$ cat config.mk
export PLATFORM = sky130hd
export DESIGN_NAME = victim_select_flat
export DESIGN_NICKNAME = d
export VERILOG_FILES = /design/src/rtl/victim_select_if.sv /design/src/rtl/victim_select.sv /design/src/flat_wrapper.sv
export SDC_FILE = /design/constraint.sdc
export NUM_CORES = 1
export LEC_CHECK = 0
export ABC_AREA = 1
export BUFFER_PORTS_ARGS = -buffer_cell sky130_fd_sc_hd__buf_2
export CAP_MARGIN = 20
export CORE_MARGIN = 5
export CORE_UTILIZATION = 40
export CTS_CLUSTER_SIZE = 30
export DETAILED_ROUTE_END_ITERATION = 10
export PLACE_DENSITY = 0.69
export REMOVE_ABC_BUFFERS = 1
export SYNTH_ARGS = -nofsm -noshare
export SYNTH_HDL_FRONTEND = slang
export SYNTH_SLANG_ARGS = --single-unit
$ cat constraint.sdc
create_clock -name clk -period 1.9 [get_ports clk]
set_clock_uncertainty 0.1 [all_clocks]
set_input_delay 0.095 -clock clk [delete_from_list [all_inputs] [get_ports clk]]
set_output_delay 0.095 -clock clk [all_outputs]
set_load 0.01 [all_outputs]
$ cat src/rtl/victim_select_if.sv
// Allocation bus between the fill/allocate requester, the classification-bit
// tracker and the second-chance victim selector.
interface victim_select_if #(
    parameter int N_ENTRIES = 32,
    parameter int ADDR_W    = 5
);
    // Requester / tracker side
    logic                 alloc_req;
    logic [N_ENTRIES-1:0] class_bits;
    logic [N_ENTRIES-1:0] valid_bits;

    // Selector side
    logic                 alloc_busy;
    logic                 alloc_ack;
    logic [ADDR_W-1:0]    victim_addr;
    logic                 we;
    logic [ADDR_W-1:0]    write_addr;
    logic [ADDR_W-1:0]    hand;

    // Requester plus tracker: drives the request and the per-entry state bits
    modport master (
        output alloc_req, class_bits, valid_bits,
        input  alloc_busy, alloc_ack, victim_addr, we, write_addr, hand
    );

    // Victim selector
    modport slave (
        input  alloc_req, class_bits, valid_bits,
        output alloc_busy, alloc_ack, victim_addr, we, write_addr, hand
    );
endinterface

$ cat src/rtl/victim_select.sv
// Second-chance (clock-hand) victim selector. On an allocate request it walks
// the entries from the current hand, one per cycle, and picks the first free
// or not-reused entry. If a full sweep finds every entry valid and reused, the
// entry at the starting hand is taken. The grant issues a one-cycle write
// strobe so the tracker can fill the entry and clear its classification bit.
module victim_select #(
    parameter int N_ENTRIES = 32,
    parameter int ADDR_W    = 5
) (
    input  logic           clk,
    input  logic           rst,
    victim_select_if.slave bus
);

    typedef enum logic [1:0] {
        IDLE  = 2'd0,
        SCAN  = 2'd1,
        GRANT = 2'd2
    } state_t;

    localparam logic [ADDR_W-1:0] LAST_CNT = ADDR_W'(N_ENTRIES - 1);
    localparam logic [ADDR_W-1:0] ONE      = ADDR_W'(1);

    state_t            state;
    logic [ADDR_W-1:0] hand_q;
    logic [ADDR_W-1:0] start_q;
    logic [ADDR_W-1:0] idx_q;
    logic [ADDR_W-1:0] cnt_q;
    logic [ADDR_W-1:0] victim_q;
    logic [ADDR_W-1:0] write_addr_q;
    logic              busy_q;
    logic              ack_q;
    logic              we_q;

    // Entry under the scan pointer is replaceable if free or not reused.
    // The bits are sampled live: an entry already passed is never revisited.
    logic              idx_replaceable;
    assign idx_replaceable = !bus.valid_bits[idx_q] || !bus.class_bits[idx_q];

    // Scan FSM: all outputs come straight from registers
    always_ff @(posedge clk) begin
        // NOTE: sequential state uses non-blocking assignments so every
        // register samples the pre-edge values of the others.
        if (rst) begin
            state        <= IDLE;
            hand_q       <= '0;
            start_q      <= '0;
            idx_q        <= '0;
            cnt_q        <= '0;
            victim_q     <= '0;
            write_addr_q <= '0;
            busy_q       <= 1'b0;
            ack_q        <= 1'b0;
            we_q         <= 1'b0;
        end else begin
            case (state)
                IDLE: begin
                    if (bus.alloc_req) begin
                        start_q <= hand_q;
                        idx_q   <= hand_q;
                        cnt_q   <= '0;
                        busy_q  <= 1'b1;
                        state   <= SCAN;
                    end
                end

                SCAN: begin
                    if (idx_replaceable) begin
                        victim_q     <= idx_q;
                        write_addr_q <= idx_q;
                        ack_q        <= 1'b1;
                        we_q         <= 1'b1;
                        state        <= GRANT;
                    end else if (cnt_q == LAST_CNT) begin
                        // Every entry valid and reused: evict where we started
                        victim_q     <= start_q;
                        write_addr_q <= start_q;
                        ack_q        <= 1'b1;
                        we_q         <= 1'b1;
                        state        <= GRANT;
                    end else begin
                        // Index wraps N-1 -> 0 through natural overflow
                        idx_q <= idx_q + ONE;
                        cnt_q <= cnt_q + ONE;
                    end
                end

                GRANT: begin
                    // Requests seen here are dropped; next accept is in IDLE
                    ack_q  <= 1'b0;
                    we_q   <= 1'b0;
                    busy_q <= 1'b0;
                    hand_q <= victim_q + ONE;
                    state  <= IDLE;
                end

                default: begin
                    state <= IDLE;
                end
            endcase
        end
    end

    assign bus.alloc_busy  = busy_q;
    assign bus.alloc_ack   = ack_q;
    assign bus.victim_addr = victim_q;
    assign bus.we          = we_q;
    assign bus.write_addr  = write_addr_q;
    assign bus.hand        = hand_q;

endmodule
$ cat src/flat_wrapper.sv
// flat-port wrapper written by rule: the top's interface ports become plain ports
module victim_select_flat 
#(
    parameter int N_ENTRIES = 32,
    parameter int ADDR_W    = 5
)
  (clk, rst, bus_alloc_req, bus_class_bits, bus_valid_bits, bus_alloc_busy, bus_alloc_ack, bus_victim_addr, bus_we, bus_write_addr, bus_hand);
  victim_select_if #(.N_ENTRIES(N_ENTRIES), .ADDR_W(ADDR_W)) bus_i ();
  input  logic clk;
  input  logic rst;
  input wire logic [$bits(bus_i.alloc_req)-1:0] bus_alloc_req;
  input wire logic [$bits(bus_i.class_bits)-1:0] bus_class_bits;
  input wire logic [$bits(bus_i.valid_bits)-1:0] bus_valid_bits;
  output wire logic [$bits(bus_i.alloc_busy)-1:0] bus_alloc_busy;
  output wire logic [$bits(bus_i.alloc_ack)-1:0] bus_alloc_ack;
  output wire logic [$bits(bus_i.victim_addr)-1:0] bus_victim_addr;
  output wire logic [$bits(bus_i.we)-1:0] bus_we;
  output wire logic [$bits(bus_i.write_addr)-1:0] bus_write_addr;
  output wire logic [$bits(bus_i.hand)-1:0] bus_hand;
  assign bus_i.alloc_req = bus_alloc_req;
  assign bus_i.class_bits = bus_class_bits;
  assign bus_i.valid_bits = bus_valid_bits;
  assign bus_alloc_busy = bus_i.alloc_busy;
  assign bus_alloc_ack = bus_i.alloc_ack;
  assign bus_victim_addr = bus_i.victim_addr;
  assign bus_we = bus_i.we;
  assign bus_write_addr = bus_i.write_addr;
  assign bus_hand = bus_i.hand;
  victim_select #(.N_ENTRIES(N_ENTRIES), .ADDR_W(ADDR_W)) u_core (.clk(clk), .rst(rst), .bus(bus_i));
endmodule
==> results.toml <==
[timing]
hold_viol = 0
relSlewSlack_pct = 71.1
min_period_over_period_pct = 94.8
setup_slack_ps = 98.3
fin_setup_tns_ps = 0
setup_viol = 0
drv_slew = 0
finalCriticalPeriod_ps = 1800
rsz0062_at_grt = "true"
max_clock_freq_ghz = 0.555
worst_pin_slew_ps = 433

[setup_path]
worst_path_max_delay_cell = "dfxtp_4"
cp-end-kind = "flip-flop"
worstPathCellList = "buf_2 > nand2_1 > nand3_1 > nand2_1 > nand2_1 > nand2_1 > nor2_2 > nand2_4 > nand3b_1 > nand2_2 > o21ai_2 > nor2_1"
crit_path_frequent_cell = "nand2_1"
crit_fanout = 6
path_delay_family = "simple AND/OR/NAND/NOR gates"
cp.required_ps = 1980
start_kind = "flip-flop"
arrival_ps = 1880
critPathKind = "flip-flop to flip-flop"
regToRegSetupSlack_ps = 100
path_buf_inv = 1
max_stage_delay_ps = 390

[die]
fp.dieW_microns = 80.3
die_area_sq_um = 6460
initial_core_util_pct = 41.6
ios = 85
core_sq_um = 4750
rows = 25
die_y_microns = 80.3

[worst_hold_path]
min_path_type = "input port to flip-flop"

[yosys]
synthesis.area_sq_um = 1980
synthCells = 314
synth_ff_type = "dfxtp_1"
synth_top_area_share_pct = 29.3
yosysWarningCount = 0
synth_edf_count = 0
ys_types = 27
yosysSeqAreaShare_pct = 29.3
synth.avg_cell_area_sq_um = 6.30
async_flop_share_pct = 0
synthTopCellsByCount = "nand2_1, nor2_1, nand3_1"
yosysMostFrequentCell = "nand2_1"
synth_area_leaders = "dfxtp_1, nand2_1, nor2_1"
synth-seq-cells = 29
yosys.area.top_type = "dfxtp_1"

[global_routing]
grt-ovfl-total = 0
grt_pass1_vias = 2127
grt_usage_pct = 17.8
grt_max_degree = 16
grt_antenna_before_repair = 0
grt_pass1_wl_microns = 9110

[finish]
multiInputGateArea_sq_um = 1250
fin_nets = 474
seq_area_sq_um = 589
fin_area_sq_um = 2610
nFillCells = 502
layout-drive-gt1-share_pct = 31.7
syn_to_final_growth_pct = 31.7
antennaDiodeCount = 0

[power_and_ir_drop]
p_seq_share_pct = 35.3
switchingPower_w = 0.000935
switching_share_pct = 40.6
pwr-share-comb_pct = 43.1
peakVddDrop_v = 0.000471
clkPwrFrac_pct = 21.6
p_per_area_nw_per_um2 = 882
internal_power_w = 0.00137
leakage_nw = 1.36

[detailed_routing]
via_per_inst = 4.69
routed_wl_microns = 5720
ant_nets = 0
drcViolationCount = 0
num_vias = 2196
wire_per_inst_microns = 12.2
dr.pass1.iters = 5
drtIter0Drc = 108

[placed_design]
io_buffers = 84
place_area_sq_um = 2410
post-place-ws_ps = 0.351
dp_hpwl_microns = 4290
gp_congestion = 0.835

[clock_tree]
htree_num_levels = 2
clock-sinks = 29
clock_latency_ps = 290
cts_tree = "built"
path_clk_slew_ps = 60
cts_setup_buffers = 0
clockBufferDepth = 2
root_buffer = "clkbuf_8"
cts_buffers = 5

[run]
cap_violations = 0

[status]
status = "finished, final reports clean"
-- per-stage QoR --
stage | util (%) | hold WS (ps) | total power [W] | instances
after floorplan | - | 64.1 | 0.00141 | 297
after global placement | 50.8 | 267 | 0.00171 | 456
after detailed placement | 50.8 | 267 | 0.00173 | 456
after CTS | 52.7 | 48.2 | 0.00223 | 465
after global routing | 54.8 | 90.7 | 0.00251 | 468
final | 54.8 | 54.2 | 0.00230 | 468
-- path summary, 6_finish.rpt --
check	to	cells past startpoint	startpoint
max	u_core.bus.victim_addr[4]	12	u_core.idx_q[0]
min	u_core.bus.alloc_busy	4	bus_alloc_req
max reg2reg	u_core.bus.victim_addr[4]	12	u_core.idx_q[0]
min reg2reg	u_core.start_q[3]	2	u_core.start_q[3]
-- power by group through the flow --
| stage | registers, W | clock network (W) | logic [W] |
|---|---|---|---|
| 2_1_floorplan | 0.000841 | 0 | 0.000570 |
| 3_3_place_gp | 0.000811 | 0 | 0.000901 |
| 3_5_place_dp | 0.000815 | 0 | 0.000911 |
| 4_1_cts | 0.000804 | 0.000508 | 0.000918 |
| 5_1_grt | 0.000831 | 0.000545 | 0.00113 |
| 6_report | 0.000812 | 0.000497 | 0.000990 |
-- what timing repair did --
action,in CTS,in global routing
gates cloned,0,3
hold buffers,1,0
endpoints found under the hold margin,3,0
pin swaps,0,1
setup endpoints to repair,2,18
gates resized for setup,1,23
-- metal layers --
metal	wire (microns)	part of all wire, %	GRT usage (%)	vias to the layer above
met5	0	0	0	-
met4	75	1.3	6.76	0
li1	-	-	-	1176
met1	2430	43	20.3	920
met3	631	11	6.39	7
met2	2580	45	30.1	93
-- cell type report --
cell class	instances	area share, %
well taps	67	3.22
repair buffers	94	19.2
multi-input cells	245	48.2
inverters	25	3.79
flip-flops and latches	29	22.6
clock buffers	8	3.07
-- layout by cell type (no fill, tap or decap), drive strengths merged --
master       Yosys  layout
buf             15      93
nand2           85      86
nor2            60      60
nand3           45      46
dfxtp           29      29
inv             25      25
o21ai           22      22
a21oi           16      16
clkbuf           2       8
ha               7       7
xor2             3       3
xnor2            2       2
nand3b           1       1
a31oi            1       1
a22oi            1       1
dlygate4sd3      0       1
-- worst min-delay path, cell delays in order --
cell     delay [ps]
buf_2            90
inv_1            30
nand2_1          90
a21oi_1          70
-- cells by family after synthesis --
| logic type | synth area share (%) |
|---|---|
| xor gates and xnor gates | 2.21 |
| adders and majority gates | 4.42 |
| and+or+nand+nor | 41.9 |
| DFF | 29.3 |
| AOI/OAI and AO/OA | 10.7 |
| buffers and inverters | 11.4 |
-- state kept, by name, summed over array words and instances (netlist names) --
signal	cells
u_core.bus.hand	5
u_core.bus.victim_addr	5
u_core.cnt_q	5
u_core.idx_q	5
u_core.start_q	5
u_core.state	2
u_core.bus.alloc_ack	1
u_core.bus.alloc_busy	1
(Power assumes the default switching activity.)
